==> src/rtl/button_combo_lock_pkg.sv <==
// Shared definitions for the combination lock: FSM states, segment patterns and the
// LED progress helper.
package button_combo_lock_pkg;

    typedef enum logic [2:0] {
        StIdle    = 3'd0,
        StEntry   = 3'd1,
        StOpen    = 3'd2,
        StFail    = 3'd3,
        StLockout = 3'd4
    } state_e;

    // Active-low segments, bit order {g,f,e,d,c,b,a}
    localparam logic [6:0] SEG_DASH = 7'b0111111;
    localparam logic [6:0] SEG_E    = 7'b0000110;
    localparam logic [6:0] SEG_L    = 7'b1000111;
    localparam logic [6:0] SEG_U    = 7'b1000001;
    localparam logic [6:0] SEG_0    = 7'b1000000;
    localparam logic [6:0] SEG_1    = 7'b1111001;
    localparam logic [6:0] SEG_2    = 7'b0100100;
    localparam logic [6:0] SEG_3    = 7'b0110000;
    localparam logic [6:0] SEG_4    = 7'b0011001;
    localparam logic [6:0] SEG_5    = 7'b0010010;
    localparam logic [6:0] SEG_6    = 7'b0000010;
    localparam logic [6:0] SEG_7    = 7'b1111000;
    localparam logic [6:0] SEG_8    = 7'b0000000;
    localparam logic [6:0] SEG_9    = 7'b0010000;

    localparam logic [7:0] LEDS_OFF     = 8'h00;
    localparam logic [7:0] LEDS_OPEN    = 8'hFF;
    localparam logic [7:0] LEDS_LOCKOUT = 8'h81;

    // LEDs[i] lit for every i below n
    function automatic logic [7:0] thermometer(input logic [3:0] n);
        logic [7:0] t;
        for (int i = 0; i < 8; i++) begin
            t[i] = (4'(i) < n);
        end
        return t;
    endfunction

endpackage

==> src/rtl/button_combo_lock_seg7_decode.sv <==
// Combinational 4-bit digit to active-low 7-segment decoder; codes above 9 show a dash.
module button_combo_lock_seg7_decode
    import button_combo_lock_pkg::*;
(
    input  logic [3:0] digit_i,
    output logic [6:0] seg_o
);

    always_comb begin
        seg_o = SEG_DASH;
        case (digit_i)
            4'd0:    seg_o = SEG_0;
            4'd1:    seg_o = SEG_1;
            4'd2:    seg_o = SEG_2;
            4'd3:    seg_o = SEG_3;
            4'd4:    seg_o = SEG_4;
            4'd5:    seg_o = SEG_5;
            4'd6:    seg_o = SEG_6;
            4'd7:    seg_o = SEG_7;
            4'd8:    seg_o = SEG_8;
            4'd9:    seg_o = SEG_9;
            default: seg_o = SEG_DASH;
        endcase
    end

endmodule

==> src/rtl/button_combo_lock.sv <==
// Keypad combination lock: checks SEQ_LEN key events against CODE, with entry timeout,
// fail display, lockout after repeated failures and a timed unlock strobe.
module button_combo_lock
    import button_combo_lock_pkg::*;
#(
    parameter int unsigned SEQ_LEN        = 4,
    parameter logic [15:0] CODE           = 16'b0000_0000_0011_0110,
    parameter int unsigned TIMEOUT_CYCLES = 500_000_000,
    parameter int unsigned OPEN_CYCLES    = 200_000_000,
    parameter int unsigned FAIL_CYCLES    = 100_000_000,
    parameter int unsigned MAX_FAILS      = 3,
    parameter int unsigned LOCKOUT_CYCLES = 1_000_000_000
) (
    input  logic       clk,
    input  logic       rst,
    input  logic       press_valid,
    input  logic [1:0] press_code,
    output logic [7:0] LEDs,
    output logic [6:0] S,
    output logic       signalout
);

    localparam logic [3:0] SeqLenW   = 4'(SEQ_LEN);
    localparam logic [3:0] MaxFailsW = 4'(MAX_FAILS);

    state_e      state_q, state_d;
    logic [3:0]  count_q, count_d;
    logic        mismatch_q, mismatch_d;
    logic [3:0]  fail_cnt_q, fail_cnt_d;
    logic [31:0] timer_q, timer_d;

    logic [1:0]  key_exp;
    logic        press_mismatch;
    logic [3:0]  press_count;
    logic [7:0]  leds_d;
    logic [6:0]  seg_d;
    logic [6:0]  count_seg;

    // Expected key for the press about to be accepted (count_q is 0 in IDLE)
    assign key_exp        = 2'(CODE >> {count_q, 1'b0});
    assign press_mismatch = mismatch_q | (press_code != key_exp);
    assign press_count    = count_q + 4'd1;

    always_comb begin
        state_d    = state_q;
        count_d    = count_q;
        mismatch_d = mismatch_q;
        fail_cnt_d = fail_cnt_q;
        timer_d    = timer_q + 32'd1;

        case (state_q)
            StIdle, StEntry: begin
                if (press_valid) begin
                    timer_d = '0;
                    if (press_count == SeqLenW) begin
                        count_d    = '0;
                        mismatch_d = 1'b0;
                        if (press_mismatch) begin
                            state_d    = StFail;
                            fail_cnt_d = fail_cnt_q + 4'd1;
                        end else begin
                            state_d    = StOpen;
                            fail_cnt_d = '0;
                        end
                    end else begin
                        state_d    = StEntry;
                        count_d    = press_count;
                        mismatch_d = press_mismatch;
                    end
                end else if (state_q == StIdle) begin
                    timer_d = '0;
                end else if (timer_q == TIMEOUT_CYCLES - 32'd1) begin
                    state_d    = StIdle;
                    count_d    = '0;
                    mismatch_d = 1'b0;
                    timer_d    = '0;
                end
            end
            StOpen: begin
                if (timer_q == OPEN_CYCLES - 32'd1) begin
                    state_d = StIdle;
                    timer_d = '0;
                end
            end
            StFail: begin
                if (timer_q == FAIL_CYCLES - 32'd1) begin
                    state_d = (fail_cnt_q == MaxFailsW) ? StLockout : StIdle;
                    timer_d = '0;
                end
            end
            StLockout: begin
                if (timer_q == LOCKOUT_CYCLES - 32'd1) begin
                    state_d    = StIdle;
                    fail_cnt_d = '0;
                    timer_d    = '0;
                end
            end
            default: begin
                state_d    = StIdle;
                count_d    = '0;
                mismatch_d = 1'b0;
                timer_d    = '0;
            end
        endcase
    end

    button_combo_lock_seg7_decode u_seg7 (
        .digit_i (count_d),
        .seg_o   (count_seg)
    );

    // Outputs decode the next state so they register in the same edge as the state
    always_comb begin
        leds_d = LEDS_OFF;
        seg_d  = SEG_DASH;
        case (state_d)
            StEntry: begin
                leds_d = thermometer(count_d);
                seg_d  = count_seg;
            end
            StOpen: begin
                leds_d = LEDS_OPEN;
                seg_d  = SEG_U;
            end
            StFail: begin
                leds_d = LEDS_OFF;
                seg_d  = SEG_E;
            end
            StLockout: begin
                leds_d = LEDS_LOCKOUT;
                seg_d  = SEG_L;
            end
            default: begin
                leds_d = LEDS_OFF;
                seg_d  = SEG_DASH;
            end
        endcase
    end

    always_ff @(posedge clk or posedge rst) begin
        if (rst) begin
            state_q    <= StIdle;
            count_q    <= '0;
            mismatch_q <= 1'b0;
            fail_cnt_q <= '0;
            timer_q    <= '0;
            LEDs       <= LEDS_OFF;
            S          <= SEG_DASH;
            signalout  <= 1'b0;
        end else begin
            state_q    <= state_d;
            count_q    <= count_d;
            mismatch_q <= mismatch_d;
            fail_cnt_q <= fail_cnt_d;
            timer_q    <= timer_d;
            LEDs       <= leds_d;
            S          <= seg_d;
            signalout  <= (state_d == StOpen);
        end
    end

endmodule

==> config.mk <==
export PLATFORM = sky130hd
export DESIGN_NAME = button_combo_lock
export DESIGN_NICKNAME = d
export VERILOG_FILES = /design/src/rtl/button_combo_lock_pkg.sv /design/src/rtl/button_combo_lock_seg7_decode.sv /design/src/rtl/button_combo_lock.sv
export SDC_FILE = /design/constraint.sdc
export NUM_CORES = 1
export LEC_CHECK = 0
export ABC_AREA = 1
export CAP_MARGIN = 20
export CORE_ASPECT_RATIO = 1.4
export CORE_MARGIN = 3
export CORE_UTILIZATION = 35
export CTS_BUF_LIST = sky130_fd_sc_hd__clkbuf_8
export DETAILED_ROUTE_END_ITERATION = 7
export DONT_BUFFER_PORTS = 1
export PLACE_DENSITY_LB_ADDON = 0.1
export SYNTH_ARGS = -nofsm -noshare
export SYNTH_HDL_FRONTEND = slang
export SYNTH_SLANG_ARGS = --single-unit
==> constraint.sdc <==
create_clock -name clk -period 2.4 [get_ports clk]
set_input_delay 0.24 -clock clk [delete_from_list [all_inputs] [get_ports clk]]
set_output_delay 0.24 -clock clk [all_outputs]
set_load 0.005 [all_outputs]
# Word level (Yosys, flattened, before mapping)
# Memories as Yosys holds them, arrays and structs flattened.
# Cells that the tools add are included.
# classes
addsub,3
n_lt_le_gt_ge,8
n_eq_ne,20
shifts,1
mux,34
n_bitwise,2
n_reduce_logical,6
# op_table
operator,n
32-bit two-way mux,6
32-bit case mux with 4 select lines,1
32-bit by 1-bit adder with 32-bit output (second input constant),1
32-bit by 27-bit == test with 1-bit output (second input constant),1
32-bit by 28-bit == test with 1-bit output (second input constant),1
32-bit by 29-bit == test with 1-bit output (second input constant),1
32-bit by 30-bit == test with 1-bit output (second input constant),1
4-bit two-way mux,8
7-bit case mux with 4 select lines,1
3-bit two-way mux,8
8-bit case mux with 3 select lines,1
3-bit by 4-bit < comparator with 1-bit output (first input constant),4
4-bit case mux with 2 select lines,2
3-bit by 2-bit == test with 1-bit output (second input constant),4
3-bit case mux with 4 select lines,1
4-bit by 1-bit adder with 4-bit output (second input constant),2
1-bit by 4-bit < comparator with 1-bit output (first input constant),2
2-bit by 4-bit < comparator with 1-bit output (first input constant),2
3-bit by 1-bit == test with 1-bit output (second input constant),2
3-bit == test (second input constant),2
2-bit != test (second input constant),3
3-bit != test (second input constant),2
6-bit by 5-bit >> shifter with 2-bit output (first input constant),1
1-bit two-way mux,5
other kinds (12),12
# totals
reg_bits,60
rom_bits,112
inputBits,5
output_inout_bits,16
elab_cells,83
n_memories,1
# mem_list
name,words,word_bits,rd,rd_clocked_by_memory_dff,write_ports,line,rtl
(no name shown),16,7,1,0,0,button_combo_lock_seg7_decode.sv:11,case (digit_i)

# Longest topological paths before layout
# logic_depth
depth_word,9
mapped_depth,18

# Cells and area by module
# A second synthesis with hierarchy kept.
# hier_totals
cells_unflattened,494
area_unflattened_um2,3666.0
# modules_own_cells
mod,instances,cells_per_inst,area_each_um2,seq_area_each_um2
button_combo_lock,1,459,3479.6,1508.9
button_combo_lock_seg7_decode,1,35,186.4,0.0

# Least setup slack after synthesis
# OpenSTA, ideal clock, no wires.
# synth_path
path_kind,flip-flop to flip-flop
start,reg timer_q[0]
end,reg S[0]
arrival_ns,1.992
setup_slack_ns,0.323
stages_incl_launch_ff,17
path_cell_list,dfrtp_1 ha_1 nand2_1 nor2_8 nand2_2 nor2_2 nand2_2 nand3_1 nand3_1 nand2_1 inv_1 ha_1 nand3b_1 nand2_1 inv_2 nand2_1 nand3_1
# synth_via
elab_chain_len,7
word_cells_on_any_way,21
# synth_lines
element,line,rtl
start: declaration,button_combo_lock.sv:30,"logic [31:0] timer_q, timer_d;"
start signal: assignment,button_combo_lock.sv:155,timer_q <= timer_d;
32-bit by 29-bit == test with 1-bit output,button_combo_lock.sv:72,end else if (timer_q == TIMEOUT_CYCLES - 32'd1) begin
4-bit two-way mux,button_combo_lock.sv:72,
4-bit two-way mux,button_combo_lock.sv:70,end else if (state_q == StIdle) begin
4-bit two-way mux,button_combo_lock.sv:53,if (press_valid) begin
4-bit case mux with 2 select lines,button_combo_lock.sv:51,case (state_q)
via count_d[0],button_combo_lock.sv:27,"logic [3:0] count_q, count_d;"
memory 16 x 7 bit,-,
7-bit case mux with 4 select lines,button_combo_lock.sv:116,case (state_d)
via seg_d[0],button_combo_lock.sv:36,logic [6:0] seg_d;
end signal: assignment,button_combo_lock.sv:157,S <= seg_d;
end: declaration,button_combo_lock.sv:19,"output logic [6:0] S,"
# The timed path passes the listed nets, and every way through them passes these cells.
# A chain may end at the register's enable or synchronous reset.

# Worst setup path in the final report
# Ends and elaborated chain as after synthesis.

==> results by group <==
Timing
  • Worst Hold Slack: 0.170 ns
  • Period utilisation layout: 90.6%
  • Tightest Pin Transition: 0.577 ns
  • Final number of hold-violating endpoints: 0
  • RSZ-0062 raised after global routing: no
  • Max-slew violations: 0
  • Post-route minimum period: 2.18 ns
  • Final setup violation count: 0
  • Setup TNS: 0 ns
  • Clock skew: 0.00861 ns
  • Max-slew headroom: 61.5%
  • Fmax: 460 MHz

Synthesis
  • Ranking of synthesized cells by area: dfrtp_1, nand2_1, nor2_1
  • EDFF count, synth: 0
  • Netlist Area Pre-Place: 3750 µm²
  • Unique cell type count in the Yosys netlist: 42
  • Post-Syn Area per Cell: 7.62 µm²
  • Yosys warnings: 0
  • Most used DFF post-synth: dfrtp_1
  • Most common cell in the netlist: nand2_1
  • Yosys reg bits: 60
  • Synthesized instance count: 492
  • Synthesized Nets: 507
  • Async S/R FF share, synth: 100%
  • Top cell type's share of synthesized area: 36.0%
  • Post-synth top cells: nand2_1, nor2_1, dfrtp_1, inv_1, nor3_1
  • Post-synth top area cell: dfrtp_1
  • Register area share after synthesis: 40.3%

Hold path
  • Hold EP: count_q[3]
  • Hold Crit Start: press_valid
  • Hold Path Class: in -> reg
  • Hold Path Cell Cnt: 3

Power and ir drop
  • Register share of total power: 49.0%
  • NetSw: 0.465 mW
  • Leak: 2.11 nW
  • Clock share of power: 49.4%
  • Max rail drop VDD: 0.000310 V
  • Pwr/cell area: 489 nW/µm²
  • Sw frac: 22.5%
  • P_int: 1.60 mW
  • Logic gate share of total power: 1.6%

Layout
  • Area delta synth->final: 12.4%
  • Inserted Diodes: 0
  • FF/Latch Area: 1510 µm²
  • Area of the multi-input gates: 1980 µm²
  • Nets: 522
  • Fill cell count: 1,091
  • Layout cells sized above 1: 16.4%

GRT
  • Antenna violations before repair: 0
  • GR Overflow Total: 0
  • Number of global-route vias before repair: 3,350
  • Total GRT Usage: 17.5%
  • First-pass GRT wire length: 16.2 mm
  • Pin count of the biggest net entering global routing: 36

Critical path
  • Crit. End Element: register
  • Worst Path Arrival: 2.45 ns
  • Reg2Reg Launch Point: timer_q[0]
  • Critical path class: reg -> reg
  • Crit Path Max Fanout: 6
  • R2r worst-path depth: 16
  • WP data required: 2.67 ns
  • Critical Path Start Type: register
  • Worst reg-to-reg setup slack: 0.22 ns
  • RR Endpoint: S[0]

Clock tree
  • H-tree depth: 3
  • Clock Latency Late Sink: 0.35 ns
  • CTS root buffer: clkbuf_8
  • CTS buffer count: 9
  • Clock-pin slew of the registers on the worst-case setup and hold paths: 0.07 ns
  • Clock sinks: 60
  • CTS tree: built
  • Clock Tree Buf Depth: 2

Floorplanning
  • I/O Pins: 21
  • Die X: 93.5 µm
  • Die area: 12,000 µm²
  • Starting Density: 36.0%
  • Die height: 128 µm
  • Rows: 44
  • Core Area: 10,400 µm²

Routing
  • Drt pass-1 iters: 4
  • First DRT Iteration DRCs: 149
  • Vias: 3,176
  • DR vias/cell: 4.89
  • Remaining antenna violation count: 0
  • DR DRC count: 0
  • Final Routed Wirelength: 9.58 mm
  • WL/cell: 14.7 µm

Status
  • Status: completed

Run
  • Max-Cap Viols: 0

Placement
  • Port bufs: 0
  • Detailed Place HPWL: 7.41 mm
  • GPL Wtd Cong: 0.846
==> power groups by stage <==
stage / Clock [mW] / Sequential [mW] / Combinational, mW
finish: 1.02 / 1.01 / 0.0330
global route: 1.09 / 1.01 / 0.0394
CTS: 1.05 / 1.01 / 0.0358
detailed placement: 0 / 1.03 / 0.0345
global placement: 0 / 1.03 / 0.0338
floorplan: 0 / 1.03 / 0.0204
==> worst max-delay path, cell delays in order, from the launching register on <==
cell	delay (ns)
dfrtp_1	0.37
ha_2	0.20
nand2_2	0.09
nor2_8	0.14
nand2_2	0.12
nor2_2	0.13
nand2_2	0.08
nand3_1	0.09
nand3_1	0.07
nand2_1	0.09
inv_1	0.11
ha_1	0.21
nand3b_1	0.14
nand2_1	0.08
inv_2	0.04
nand2_1	0.05
nand3_1	0.07
==> final cells by class <==
cell class	instances	share of cell area (%)
clock buffer	9	2.94
clock inverter	7	2.20
inverter	64	5.82
multi-input combinational	363	46.9
sequential	60	35.8
tap	138	4.10
timing repair buffer	9	2.26
==> timing repair <==
action / in CTS / in global routing
resized for setup: 0 / 3
hold buffers: 1 / 0
endpoints found under the hold margin: 19 / 0
setup buffers: 0 / 0
endpoints found under the setup margin: 0 / 6
==> how the worst max path moves through the flow <==
stage                from   end  cells after the start
2_1_floorplan  timer_q[0]  S[0]                     16
3_3_place_gp   timer_q[0]  S[0]                     15
3_5_place_dp   timer_q[0]  S[0]                     15
4_1_cts        timer_q[0]  S[0]                     15
5_1_grt        timer_q[0]  S[5]                     17
6_report       timer_q[0]  S[0]                     16
==> logic make-up (layout without fill, tap and decap cells) <==
group	after synthesis	after routing	share of synthesized area, %
compound gates	29	29	4.57
xor+xnor	16	16	3.74
fa+ha+maj	10	10	3.34
buf+inv	69	89	7.18
flops	60	60	40.3
simple gates	308	308	40.9
==> flip-flops by register name (all words and copies together), names as in the netlist <==
register / flops
timer_q: 32
count_q: 4
signalout: 1
S: 7
state_q: 3
mismatch_q: 1
LEDs: 8
fail_cnt_q: 4
==> per-stage QoR <==
| step | worst slack, ns | util, % | cells | area, µm² | power [mW] |
|---|---|---|---|---|---|
| finish | 0.224 | 40.5 | 650 | 4210 | 2.06 |
| global placement | 0.194 | 38.3 | 633 | 3980 | 1.06 |
| global route | 0.00184 | 40.5 | 650 | 4210 | 2.14 |
| floorplan | 0.323 | - | 492 | 3750 | 1.05 |
| CTS | 0.109 | 40.5 | 650 | 4210 | 2.09 |
| detailed placement | 0.124 | 38.3 | 633 | 3980 | 1.06 |
==> placed cells by master (no fill, tap or decap), drive strengths merged <==
cell type      n
inv           64
xnor2          1
clkbuf         9
o21bai         1
nor3b          5
nand4         17
ha            10
o21a           1
a311oi         1
nor4          10
xor2          15
clkinvlp       2
or2            1
o22ai          1
dlygate4sd3    1
a21oi          9
o21ai         11
a22oi          1
o211ai         1
nor3          29
dfrtp         54
clkinv         3
nand3b         5
buf            8
dfstp          6
nand2        115
bufinv         2
nand3         30
nor2          96
a31oi          3
==> metal layers <==
| layer | global-route usage [%] | up-vias | wire [µm] |
|---|---|---|---|
| li1 | - | 1612 | - |
| met2 | 34.1 | 53 | 5340 |
| met4 | 8.11 | 0 | 318 |
| met1 | 17.2 | 1490 | 3620 |
| met5 | 0 | - | 0 |
| met3 | 3.63 | 21 | 309 |
(Power assumes the default switching activity.)
